## src/rtl/hierarchy_ift_pkg.sv

```systemverilog
// Shared types and the precise AND taint-propagation rule for the hierarchy IFT slice.
package hierarchy_ift_pkg;

    localparam int unsigned TW = 32;

    typedef logic [TW-1:0] taint_t;

    // An operand only contributes its label when the other operand is live,
    // i.e. could let it reach the result (value 1 or itself tainted).
    function automatic taint_t and_taint(input logic a, input taint_t a_t,
                                         input logic b, input taint_t b_t);
        logic a_live;
        logic b_live;
        taint_t ta;
        taint_t tb;
        a_live = a | (|a_t);
        b_live = b | (|b_t);
        ta     = b_live ? a_t : '0;
        tb     = a_live ? b_t : '0;
        return ta | tb;
    endfunction

endpackage

```

## src/rtl/hierarchy_ift_and_ift_cell.sv

```systemverilog
// Combinational tracking cell: 1-bit AND plus its 32-bit taint label.
module and_ift_cell
    import hierarchy_ift_pkg::*;
(
    input  logic          a,
    input  logic [TW-1:0] a_t,
    input  logic          b,
    input  logic [TW-1:0] b_t,
    output logic          y,
    output logic [TW-1:0] y_t
);

    always_comb begin
        y   = a & b;
        y_t = and_taint(a, a_t, b, b_t);
    end

endmodule

```

## src/rtl/hierarchy_ift.sv

```systemverilog
// Top of the hierarchy IFT slice: one tracking cell followed by the output register.
module hierarchy_ift
    import hierarchy_ift_pkg::*;
(
    input  logic          clk,
    input  logic          rst_n,
    input  logic          a,
    input  logic [TW-1:0] a_t,
    input  logic          b,
    input  logic [TW-1:0] b_t,
    output logic          c,
    output logic [TW-1:0] c_t
);

    logic          c_next;
    logic [TW-1:0] c_t_next;

    and_ift_cell u_cell (
        .a   (a),
        .a_t (a_t),
        .b   (b),
        .b_t (b_t),
        .y   (c_next),
        .y_t (c_t_next)
    );

    always_ff @(posedge clk or negedge rst_n) begin
        if (!rst_n) begin
            c   <= 1'b0;
            c_t <= '0;
        end else begin
            c   <= c_next;
            c_t <= c_t_next;
        end
    end

endmodule

```

## config.mk

```make
export PLATFORM = sky130hd
export DESIGN_NAME = hierarchy_ift
export DESIGN_NICKNAME = d
export VERILOG_FILES = /design/src/rtl/hierarchy_ift_pkg.sv /design/src/rtl/hierarchy_ift_and_ift_cell.sv /design/src/rtl/hierarchy_ift.sv
export SDC_FILE = /design/constraint.sdc
export NUM_CORES = 1
export LEC_CHECK = 0
export ABC_AREA = 1
export CORE_MARGIN = 5
export CORE_UTILIZATION = 36
export CTS_CLUSTER_SIZE = 8
export DETAILED_ROUTE_END_ITERATION = 8
export HOLD_SLACK_MARGIN = 0.08
export PLACE_DENSITY_LB_ADDON = 0.2
export SYNTH_ARGS = -nofsm -noshare
export SYNTH_HDL_FRONTEND = slang
export SYNTH_SLANG_ARGS = --single-unit
```

## constraint.sdc

```tcl
create_clock -name clk -period 0.8 [get_ports clk]
set_input_delay 0.08 -clock clk [delete_from_list [all_inputs] [get_ports clk]]
set_output_delay 0.08 -clock clk [all_outputs]
set_load 0.05 [all_outputs]
```

==> results of run 1 <==
[cells by family after synthesis]
group         after synthesis  synth area share
buf+inv                    19           0.06356
simple gates              153            0.3985
flops                      33            0.5379
[per-stage QoR]
stage          instances  worst slack, ps  cell area [µm²]  hold WS [ps]
2_1_floorplan        205           -91.22             1535        -215.6
3_3_place_gp         366           -709.6             3015         54.22
3_5_place_dp         366           -791.2             3015         60.10
4_1_cts              421           -143.3             3776         92.39
[what timing repair did]
item / CTS
gates cloned: 6
gates resized for setup: 334
buffers inserted: 2
endpoints found under the setup margin: 65
hold buffers: 40
pin swaps: 64
endpoints found under the hold margin: 61
==> out/qor.yml, run 1 <==
yosys:
  yosys_warnings: 0
  synth_cell_types: 14
  synth-main-ff-cell: "dfrtp_1"
  async_reset_ff_frac: 1.000
  syn_nets: 273
  ys_seq_area_frac: 0.5379
  synth.area.top_cells: "dfrtp_1, nand2_1, nor2_1"
  yosysTopAreaCell: "dfrtp_1"
  yosysTopAreaCellShare: 0.5379
  yosysMostFrequentCell: "nand2_1"
  ys_ff_latch: 33
  netlist_instances: 205
  synth_common_cells: "nand2_1, dfrtp_1, nor2_1"
  netlist_area_um2: 1535
  synth_edf_count: 0
  avgSynthCellArea_um2: 7.489
floorplan:
  fp.dieW_um: 75.31
  io-pin-count: 101
  die_h_um: 75.31
  start_util: 0.3784
  num_rows: 23
clocking:
  h-tree-depth: 2
  numCtsBuffers: 5
  clockBufferDepth: 2
  clkSinkCount: 33
  root_buffer: "clkbuf_8"
global_route:
  grt_start_max_net_pins: 34
outcome:
  status: "stopped before the end"
  stop_stage: "global routing"
  stop_error: "[ERROR DPL-0038] Utilization greater than 100%, impossible to legalize"
sta:
  grt_repair_worst_endpoint: "c_t[28]$_DFF_PN0_/D"
  worstEndpointType: "register input"
placement:
  gp_congestion: 0.7379
  port_buffers: 100
  dp_hpwl_mm: 4.071
==> run 2, diff against run 1 <==
Settings changed: CORE_UTILIZATION 36 to 35, CTS_CLUSTER_SIZE 8 to not set, HOLD_SLACK_MARGIN 0.08 to not set, PLACE_DENSITY_LB_ADDON 0.2 to 0.15.
==> out/qor.yml, run 2 <==
clocking:
  h-tree-depth: 2  # unchanged
  root_buffer: "clkbuf_8"
  numCtsBuffers: 5  # unchanged
  clkSinkCount: 33  # unchanged
  cts_tree: "yes"
  clk_pin_slew_ps: 70
  clockBufferDepth: 2  # unchanged
detailed_routing:
  vias_per_cell: 4.718
  drc: 0
  drt_wl_total_mm: 7.079
  num_vias: 1887
  top_layer: "met4"
  dr.first_iter.drc_count: 66
  routedWlPerCell_um: 17.70
  met2_length_mm: 3.879
  dr.pass1.iters: 4
  dr_wl_met3_um: 532
  wl_met1_mm: 2.567
  detail-route-antenna-nets: 0
final_layout:
  final_util: 0.8654
  largestRegisters: "c_t: 32 flops, c: 1 flops"
  syn_to_final_growth_pct: 142.1
  largest_register_ffs: 32
  nets: 415
  final_area_um2: 3716
  multi_input_area_um2: 991.0
  layout_common_cells: "nand2_2, nand2_1, buf_12"
  drive_above_1_share: 0.6580
  nFillCells: 220
  seqCellArea_um2: 825.8
  antenna_cells: 0
  layout_commonest_cell: "nand2_2"
  regMostFlops: "c_t"
yosys:
  async_reset_ff_frac: 1.000  # unchanged
  synth.area.top_cells: "dfrtp_1, nand2_1, nor2_1"
  yosysTopAreaCell: "dfrtp_1"
  ys_ff_latch: 33  # unchanged
  ys_seq_area_frac: 0.5379  # unchanged
  netlist_area_um2: 1535  # unchanged
  netlist_instances: 205  # unchanged
  avgSynthCellArea_um2: 7.489  # unchanged
  yosys_warnings: 0  # unchanged
  synth_edf_count: 0  # unchanged
  synth_common_cells: "nand2_1, dfrtp_1, nor2_1"
  synth_cell_types: 14  # unchanged
  yosysTopAreaCellShare: 0.5379  # unchanged
  syn_nets: 273  # unchanged
  yosysMostFrequentCell: "nand2_1"
  synth-main-ff-cell: "dfrtp_1"
global_route:
  grt_pass1_wl_mm: 10.11
  grt-ovfl-total: 0
  grt_start_max_net_pins: 34
  grtUsageTotal: 0.2228
  antenna_found_initial: 0
  grt_pass1_vias: 1996
min_path:
  min_to: "c_t[16]"
  hold_start: "a_t[16]"
  holdCritPathClass: "in2reg"
  hold_path_depth: 3
worst_setup_path:
  crit_path_max_fanout: 6
  startpoint_type: "primary input"
  required_ps: 980
  critical_path_class: "in2reg"
  cp-end-kind: "flip-flop"
  arrival_ps: 1190
sta:
  timing.final.crit_share: 1.257
  grt_setup_unrepaired: "yes"
  tightest_slew_ps: 229.3
  min_period_ps: 1006
  worst_slack_ps: -205.8
  setup_violations: 65
  hold_viol_final: 0
  maxSlewHeadroom: 0.8472
  fmax_mhz: 994.2
  report.final.slew_viol_count: 0
floorplan:
  io-pin-count: 101  # unchanged
  die_h_um: 76.23  # +1.2%
  dieArea_um2: 5811
  fp.dieW_um: 76.23  # +1.2%
  num_rows: 24  # +4.3%
  fp.coreArea_um2: 4294
  start_util: 0.3575  # -0.02084
power_and_ir_drop:
  power_density_nw_per_um2: 1226
  p_leak_nw: 1.798
  ir_drop_mv: 0.7824
placement:
  place_area_um2: 2993  # -0.75%
  port_buffers: 100  # unchanged
  gp_congestion: 0.7809  # +5.8%
  dp_hpwl_mm: 3.879  # -4.7%
outcome:
  violations: "setup timing"
  status: "complete, but fails checks"
job:
  cap_violations: 0
==> run 2: cell counts after synthesis <==
No cell type changed its count.
==> run 2: stage by stage <==
stage	worst slack (ps)	hold WS (ps)	std cells	power (mW)	setup TNS, ps
5_1_grt	-249.9	6.796	400	4.744	-12130
3_3_place_gp	-714.1	48.17	363	3.146	-22530
2_1_floorplan	-91.22	-215.6	205	2.274	-2699
3_5_place_dp	-726.5	51.57	363	3.163	-22500
6_report	-205.8	11.99	400	4.555	-9764
4_1_cts	-139.4	0.8265	394	4.426	-6660
==> run 2: worst max path at each step <==
| stage | slack (ps) | from | cells past startpoint | to |
|---|---|---|---|---|
| after floorplan | -90 | a_t[4] | 8 | c_t[11] |
| after global placement | -710 | a_t[28] | 8 | c_t[25] |
| after detailed placement | -730 | a_t[28] | 8 | c_t[15] |
| after CTS | -140 | c_t[24] | 1 | c_t[24] |
| after global routing | -250 | b_t[19] | 8 | c_t[3] |
| final | -210 | b_t[19] | 8 | c_t[3] |
==> run 2: per-layer routing <==
metal  up-vias  GRT usage
met1       911     0.2426
met5         -          0
met2        71     0.3904
met4         0    0.06643
li1        897          -
met3         8    0.09456
==> run 2: cell type report <==
type	count	area share
clock buffers	8	0.02155
flip-flops and latches	33	0.2222
inverters	13	0.01380
multi-input cells	153	0.2667
well taps	52	0.01751
repair buffers	141	0.4582
==> run 2: cells by family (layout without fill, tap and decap cells) <==
group / Yosys count / count (layout) / share of synthesized area
buf+inv: 19 / 162 / 0.06356
flops: 33 / 33 / 0.5379
simple gates: 153 / 153 / 0.3985
==> run 2: worst max-delay path, stage by stage <==
cell,delay (ps)
clkdlybuf4s15_1,170
nor2_1,110
nand2_1,90
nor2_2,170
nand3_4,210
clkbuf_16,240
nand2_2,60
nand2_1,50
==> run 2: timing repair <==
action	CTS	global route
setup endpoints to repair	65	65
pin swaps	38	33
cloned	4	3
setup buffers	3	0
hold buffers	16	4
endpoints found under the hold margin	46	4
resized for setup	316	86
==> run 2: power by group <==
part,leakage [nW],switching (mW),total [mW],internal [mW]
sequential,0.342,0.0737,1.83,1.75
combinational,1.42,0.717,1.49,0.771
clock,0.0395,0.621,1.24,0.619
(Power assumes the default switching activity.)
